File: config.mk
export PLATFORM = sky130hd
export DESIGN_NAME = calendar_text_renderer
export DESIGN_NICKNAME = d
export VERILOG_FILES = /design/src/rtl/calendar_text_renderer.sv
export SDC_FILE = /design/constraint.sdc
export NUM_CORES = 1
export LEC_CHECK = 0
export ABC_CLOCK_PERIOD_IN_PS = 2270
export CAP_MARGIN = 20
export CORE_AREA = 2 2 107 109
export DETAILED_ROUTE_END_ITERATION = 10
export DIE_AREA = 0 0 109 111
export PLACE_DENSITY = 0.86
export SKIP_LAST_GASP = 1
export SYNTH_ARGS = -nofsm -noshare
export SYNTH_HDL_FRONTEND = slang
export SYNTH_SLANG_ARGS = --single-unit
File: constraint.sdc
create_clock -name clk_148_5MHz -period 2.27 [get_ports clk_148_5MHz]
set_clock_uncertainty 0.2 [all_clocks]
set_input_delay 0.3405 -clock clk_148_5MHz [delete_from_list [all_inputs] [get_ports clk_148_5MHz]]
set_output_delay 0.3405 -clock clk_148_5MHz [all_outputs]
set_load 0.01 [all_outputs]
File: src/rtl/calendar_text_renderer.sv
// calendar_text_renderer: 3-stage pipelined text overlay with frame-latched text and blinking edit highlight
module calendar_text_renderer #(
  parameter int COORD_W = 12,
  parameter int CHAR_W = 32,
  parameter int CHAR_H = 32,
  parameter int NUM_CHARS = 19,
  parameter int ORIGIN_X = 0,
  parameter int ORIGIN_Y = 0,
  parameter int BLINK_FRAMES = 30,
  parameter logic [2:0] FG_COLOR = 3'b111,
  parameter logic [2:0] BG_COLOR = 3'b000,
  parameter logic [2:0] HL_COLOR = 3'b110
) (
  input  logic                   clk_148_5MHz,
  input  logic                   reset,
  input  logic [COORD_W-1:0]     pixel_x,
  input  logic [COORD_W-1:0]     pixel_y,
  input  logic                   video_on,
  input  logic                   frame_tick,
  input  logic [4*NUM_CHARS-1:0] char_codes,
  input  logic                   edit_en,
  input  logic [4:0]             edit_lo,
  input  logic [4:0]             edit_hi,
  output logic [3:0]             rom_char_code,
  output logic [4:0]             rom_row,
  input  logic [31:0]            rom_pixel_row,
  output logic [2:0]             rgb,
  output logic                   video_on_out,
  output logic                   blink_phase
);
  localparam int XW = $clog2(CHAR_W);
  localparam int BW = BLINK_FRAMES > 1 ? $clog2(BLINK_FRAMES) : 1;
  localparam logic [31:0] X0 = 32'(ORIGIN_X);
  localparam logic [31:0] X1 = 32'(ORIGIN_X + NUM_CHARS * CHAR_W);
  localparam logic [31:0] Y0 = 32'(ORIGIN_Y);
  localparam logic [31:0] Y1 = 32'(ORIGIN_Y + CHAR_H);
  logic [4*NUM_CHARS-1:0] shadow;
  logic [BW-1:0] blink_cnt;
  logic [31:0] px, py, off_x, idx;
  logic [4:0] xoff, row;
  logic [3:0] code;
  logic in_box, hl;
  logic s1_box, s1_hl, s1_vid;
  logic [4:0] s1_xoff;
  logic s2_on, s2_hl, s2_vid;
  always_comb begin
    px = 32'(pixel_x);
    py = 32'(pixel_y);
    off_x = px - X0;
    idx = off_x >> XW;
    xoff = off_x[4:0] & 5'(CHAR_W - 1);
    row = 5'(py - Y0) & 5'(CHAR_H - 1);
    in_box = video_on && px >= X0 && px < X1 && py >= Y0 && py < Y1;
    code = in_box ? shadow[{idx[4:0], 2'b00} +: 4] : 4'hF;
    hl = edit_en && 32'(edit_lo) <= idx && idx <= 32'(edit_hi);
  end
  // shadow is only updated on frame_tick so a frame never mixes old and new text
  always_ff @(posedge clk_148_5MHz or negedge reset)
    if (!reset) begin
      shadow <= {NUM_CHARS{4'hF}};
      blink_cnt <= '0;
      blink_phase <= 1'b0;
    end else if (frame_tick) begin
      shadow <= char_codes;
      blink_cnt <= blink_cnt == BW'(BLINK_FRAMES - 1) ? '0 : blink_cnt + BW'(1);
      blink_phase <= blink_cnt == BW'(BLINK_FRAMES - 1) ? ~blink_phase : blink_phase;
    end
  always_ff @(posedge clk_148_5MHz or negedge reset)
    if (!reset) begin
      rom_char_code <= 4'hF;
      rom_row <= '0;
      s1_box <= 1'b0;
      s1_hl <= 1'b0;
      s1_vid <= 1'b0;
      s1_xoff <= '0;
      s2_on <= 1'b0;
      s2_hl <= 1'b0;
      s2_vid <= 1'b0;
      rgb <= BG_COLOR;
      video_on_out <= 1'b0;
    end else begin
      rom_char_code <= code;
      rom_row <= row;
      s1_box <= in_box;
      s1_hl <= hl;
      s1_vid <= video_on;
      s1_xoff <= xoff;
      s2_on <= s1_box && rom_char_code != 4'hF && rom_pixel_row[5'(CHAR_W - 1) - s1_xoff];
      s2_hl <= s1_hl;
      s2_vid <= s1_vid;
      rgb <= (!s2_vid || !s2_on) ? BG_COLOR : !s2_hl ? FG_COLOR : blink_phase ? BG_COLOR : HL_COLOR;
      video_on_out <= s2_vid;
    end
endmodule
==> results of run 1 <==
-- final cells by class --
cell class                      instances  share of cell area [%]
Clock inverter                          7                   0.648
Inverter                               14                   0.736
Tap cell                              143                    2.50
Timing Repair Buffer                  175                    24.4
Clock buffer                            9                    3.15
Sequential cell                       105                    38.2
Multi-Input combinational cell        221                    30.4
-- synth_stat cells (3+ instances only) --
cell,n
mux4_1,6
mux2_2,76
dfstp_2,80
inv_1,12
a2111oi_0,3
clkbuf_1,4
o21ai_0,9
nor2b_1,6
nand3_1,5
mux4_2,11
buf_2,4
nand4_1,7
a21oi_1,11
dfrtp_1,25
buf_1,8
ha_1,12
mux2i_1,25
o211ai_1,4
nor2_1,7
nand2_1,18
-- worst max-delay path, cell delays in order, from the launching register on --
cell and delay, ps:
dfrtp_1 320, buf_4 170, mux4_1 560, mux4_2 480, nor2b_1 120, nor3_1 60
-- kinds of logic after synthesis --
| logic type | count (synthesis) | synth area share, % |
|---|---|---|
| adders and majority gates | 12 | 2.98 |
| muxes | 118 | 30.0 |
| and+or+nand+nor | 53 | 5.31 |
| DFF | 105 | 54.1 |
| xor gates and xnor gates | 1 | 0.174 |
| buffers and inverters | 33 | 2.85 |
| AOI/OAI and AO/OA | 37 | 4.59 |
-- final timing paths --
path	to	from	cells after the start
setup / recovery	s2_on	s1_xoff[1]	5
hold / removal	s2_vid	s1_vid	0
setup reg to reg	s2_on	s1_xoff[1]	5
hold reg to reg	s2_vid	s1_vid	0
max in group asynchronous	shadow[71]	reset	3
min in group asynchronous	shadow[40]	reset	2
-- per-layer routing --
| layer | wire, um | part of all wire, % | GRT usage [%] |
|---|---|---|---|
| met1 | 4650 | 40 | 24.1 |
| met5 | 0 | 0 | 0 |
| met2 | 5980 | 51 | 35.1 |
| met4 | 172 | 1.5 | 5.90 |
| met3 | 857 | 7.4 | 6.35 |
-- stage by stage --
| stage | setup WS, ps | instances | setup TNS [ps] | total power, W | util, % |
|---|---|---|---|---|---|
| 2_1_floorplan | 177 | 359 | 0 | 0.00272 | - |
| 3_3_place_gp | 50.9 | 657 | 0 | 0.00314 | 62.0 |
| 3_5_place_dp | -20.6 | 657 | -31.4 | 0.00319 | 62.0 |
| 4_1_cts | 233 | 674 | 0 | 0.00463 | 64.5 |
| 5_1_grt | 135 | 674 | 0 | 0.00480 | 64.5 |
| 6_report | 244 | 674 | 0 | 0.00457 | 64.5 |
-- power breakdown --
part           internal (W)  leakage, nW  switching (W)
registers           0.00217         1.15       0.000126
logic              0.000549         1.61       0.000316
clock network      0.000742        0.129       0.000672
total               0.00346         2.88        0.00111
-- state kept, by name (all words and copies together), names as in the netlist, 2 cells and up --
register,cells
shadow,76
rgb,2
rom_row,5
s1_xoff,5
rom_char_code,4
blink_cnt,5
==> reports/qor.yml, run 1 <==
routing:
  postRouteWirelength_um: 11700
  route.detailed.drc: 0
  vias: 3535
  vias_per_cell: 5.24
  drt_iter0_drc: 117
  drt-pass1-iter-count: 4
  wl_per_cell_um: 17.3
  antenna_left: 0
cts:
  cts_made_buffers: 9
  clk_latency_ps: 330
  ctsResizeCount: 0
  clockBufferDepth: 2
  path_clk_slew_ps: 70
  cts.sinks: 105
  cts_max_level: 3
  root_buffer: "clkbuf_16"
  cts_tree: "done"
  post_cts_buffers: 0
  cts_hold_buf: 1
critical_path:
  cp.required_ps: 2280
  startpoint_type: "register"
  r2r_setup_slack_ps: 240
  worstPathArrival_ps: 2030
  crit_fanout: 8
  critPathKind: "reg -> reg"
  cp-end-kind: "register"
timing:
  max_slew_margin_pct: 64.9
  tightest_slew_ps: 514
  fmax_ghz: 0.493
  fin_crit_ps: 2030
  finalHoldViolations: 0
  min_period_over_period_pct: 89.3
  rsz0062_at_grt: "no"
  drv_slew: 0
  fin_hold_ws_ps: 151
  finalSetupViolCount: 0
synth:
  ys_seq_area_share_pct: 54.1
  synth.distinct_cells: 38
  netlist_area_mm2: 0.00504
  avgSynthCellArea_um2: 14.0
  synth-seq-cells: 105
  ys_warn_count: 0
  netlist_instances: 359
  syn_nets: 518
  postSynth.asyncResetShare_pct: 100
  synth.top_cell.area_share_pct: 41.7
  yosys-top-cells-area: "dfstp_2 42%, mux2_2 17%, dfrtp_1 12%, mux2i_1 5.0%, mux4_2 4.9%"
  yosys.area.top_type: "dfstp_2"
  synth_top_flop_cell: "dfstp_2"
  synth_edf_count: 0
global_route:
  gr-total-overflow: 0
  grt_max_degree: 88
  grt_pass1_wl_um: 18900
  antenna_found_initial: 0
  global_route.usage.total_pct: 20.3
  first_global_vias: 4007
die:
  die_area_mm2: 0.0121
  initial_utilization_pct: 45.5
  rows: 39
  io_pins: 161
  design.core.area_mm2: 0.0111
  fp.dieW_um: 109
  die_h_um: 111
power:
  vdd_drop_max_mv: 0.408
  leakage_nw: 2.88
  power_density_mw_per_mm2: 640
cells_and_area:
  drive_gt1_share_pct: 37.5
  layout_commonest_cell: "clkdlybuf4s50_1"
  fillers: 835
  fin_nets: 685
  layout_common_cells: "157 x clkdlybuf4s50_1, 80 x dfstp_2, 76 x mux2_2"
  antenna_cells: 0
  multiInputGateArea_mm2: 0.00217
  syn_to_final_growth_pct: 41.7
  final_area_mm2: 0.00714
  regArea_mm2: 0.00273
placement:
  place_hpwl_um: 9210
  io_buffers: 160
  placed_area_mm2: 0.00686
  gp_congestion: 0.762
status:
  outcome: "completed"
flow_run:
  cap_viol_max_count: 0
hold_path:
  hold_path_class: "reg -> reg"
Note: power is estimated with default switching activity, not from simulation.
==> run 2: changes to the inputs <==
REMOVE_ABC_BUFFERS = 1   (was not set)
SLEW_MARGIN = 5   (was not set)
==> run 2 against run 1 <==
Via count up 1.4%. Worst hold slack about the same. Global-route usage about the same. Sequential share of layout area down 0.48 points. Final cell count up 0.45%. Clock power up 15%. Non-clock buffer count up 3. Die area unchanged.
==> reports/qor.yml, run 2 (same netlist as run 1, synthesis figures left out) <==
status:
  outcome: "completed"  # unchanged
cts:
  path_clk_slew_ps: 70  # about the same
  cts_made_buffers: 9  # unchanged
  root_buffer: "clkbuf_16"  # unchanged
  cts_tree: "done"  # unchanged
  clk_latency_ps: 340  # was 330 ps
  cts_max_level: 3  # unchanged
  clockBufferDepth: 2  # unchanged
  cts.sinks: 105  # unchanged
  post_cts_buffers: 0  # unchanged
routing:
  vias: 3585  # was 3535
  postRouteWirelength_um: 12100  # was 11700 um
  antenna_left: 0  # unchanged
  drt_iter0_drc: 175  # was 117
  drt-pass1-iter-count: 4  # unchanged
  wl_per_cell_um: 17.8  # was 17.3 um
  vias_per_cell: 5.30  # was 5.24
  route.detailed.drc: 0  # unchanged
die:
  io_pins: 161  # unchanged
  design.core.area_mm2: 0.0111  # unchanged
  initial_utilization_pct: 45.5  # unchanged
  die_h_um: 111  # unchanged
  die_area_mm2: 0.0121  # unchanged
  fp.dieW_um: 109  # unchanged
  rows: 39  # unchanged
cells_and_area:
  antenna_cells: 0  # unchanged
  layout_common_cells: "157 x clkdlybuf4s50_1, 80 x dfstp_2, 76 x mux2_2"  # unchanged
  regArea_mm2: 0.00273  # unchanged
  multiInputGateArea_mm2: 0.00217  # unchanged
  largest_register_ffs: 76  # unchanged
  fillers: 835  # unchanged
  fin_nets: 688  # was 685
  final_area_mm2: 0.00723  # was 0.00714 mm2
  regMostFlops: "shadow"  # unchanged
  layout_commonest_cell: "clkdlybuf4s50_1"  # unchanged
  final_cells: 677  # was 674
  drive_gt1_share_pct: 38.0  # was 37.5%
  syn_to_final_growth_pct: 43.5  # was 41.7%
critical_path:
  crit_end: "s2_on"  # unchanged
  r2r_cells: 5  # unchanged
  critPathKind: "reg -> reg"  # unchanged
  cp-startpoint: "s1_xoff[1]"  # unchanged
  worstPathArrival_ps: 2120  # was 2030 ps
  crit_path_top_delay_cell: "mux4_2"  # was mux4_1
  path_cells: "buf_4, mux4_2, nor2b_1, a2111oi_0, nor3_1"  # was buf_4, mux4_1, mux4_2, nor2b_1, nor3_1
  cp-end-kind: "register"  # unchanged
  worst_r2r_startpoint: "s1_xoff[1]"  # unchanged
  r2r-end: "s2_on"  # unchanged
  r2r_setup_slack_ps: 170  # was 240 ps
  crit_fanout: 5  # was 8
  cp.required_ps: 2280  # about the same
  critPathMaxStageDelay_ps: 490  # was 560 ps
  startpoint_type: "register"  # unchanged
global_route:
  grt_pass1_wl_um: 19000  # was 18900 um
  grt_max_degree: 41  # was 88
  gr-total-overflow: 0  # unchanged
  global_route.usage.total_pct: 20.4  # was 20.3%
  first_global_vias: 4024  # was 4007
  antenna_found_initial: 0  # unchanged
placement:
  placed_area_mm2: 0.00691  # was 0.00686 mm2
  io_buffers: 160  # unchanged
  placed_cells: 660  # was 657
  place_hpwl_um: 9290  # was 9210 um
  gp_congestion: 0.821  # was 0.762
  place_ws_ps: -34.9  # was -20.6 ps
timing:
  finalHoldViolations: 0  # unchanged
  min_period_over_period_pct: 92.6  # was 89.3%
  tightest_slew_ps: 548  # was 514 ps
  drv_slew: 0  # unchanged
  rsz0062_at_grt: "no"  # unchanged
  finalSetupViolCount: 0  # unchanged
  fmax_ghz: 0.476  # was 0.493 GHz
  setup_ws_ps: 167  # was 244 ps
  max_slew_margin_pct: 63.5  # was 64.9%
  fin_crit_ps: 2100  # was 2030 ps
power:
  leakage_nw: 2.93  # was 2.88 nW
  power_density_mw_per_mm2: 663  # was 640 mW/mm2
  vdd_drop_max_mv: 0.408  # about the same
hold_path:
  hold_path_class: "reg -> reg"  # unchanged
flow_run:
  cap_viol_max_count: 0  # unchanged
-- run 2: critical path, delay by kind of cell, from the launching register on --
kind	cells	cell delay, ps
compound gates	1	370
buf+inv	1	190
flops	1	480
mux	1	490
simple gates	2	240
-- run 2: final cells by class --
class	count	area share, %
timing repair buffer	178	24.8
tap	143	2.47
clock inverter	6	0.882
multi-input combinational	221	30.0
clock buffer	10	3.46
sequential	105	37.7
inverter	14	0.726
-- run 2: what timing repair did --
item / CTS / global route
endpoints found under the hold margin: 16 / 0
hold buffers: 1 / 0
setup endpoints to repair: 0 / 0
resized for setup: 0 / 0
-- run 2: per-stage QoR --
step	setup TNS (ps)	total power (W)	util (%)	hold slack [ps]
after global routing	0	0.00501	65.3	168
final	0	0.00480	65.3	151
after detailed placement	-56.2	0.00321	62.4	137
after floorplan	0	0.00268	-	-155
after global placement	0	0.00315	62.4	135
after CTS	0	0.00483	65.3	153
-- run 2: how the worst min path moves through the flow --
stage | startpoint | to | slack [ps] | cells after the start
detailed placement | s1_hl | s2_hl | 140 | 0
floorplan | reset | blink_cnt[0] | -160 | 0
global route | s1_hl | s2_hl | 170 | 0
global placement | s1_hl | s2_hl | 130 | 0
CTS | s1_hl | s2_hl | 150 | 0
finish | s1_hl | s2_hl | 150 | 0
-- run 2: where the power goes --
part | internal (W) | switching (W) | total [W]
Clock | 0.000923 | 0.000702 | 0.00162
Sequential | 0.00217 | 0.000133 | 0.00230
Combinational | 0.000556 | 0.000317 | 0.000873
-- run 2: metal layers --
metal / up-vias / GRT usage (%) / wire (um)
met4: 0 / 7.52 / 277
li1: 1663 / - / -
met1: 1772 / 23.4 / 4780
met5: - / 0 / 0
met2: 129 / 35.4 / 6060
met3: 21 / 6.06 / 965
==> run 3: changes to the inputs <==
HOLD_SLACK_MARGIN = 0.15   (was not set)
==> results of run 3 <==
Final layout, timing and power as in run 2 (identical DEF).
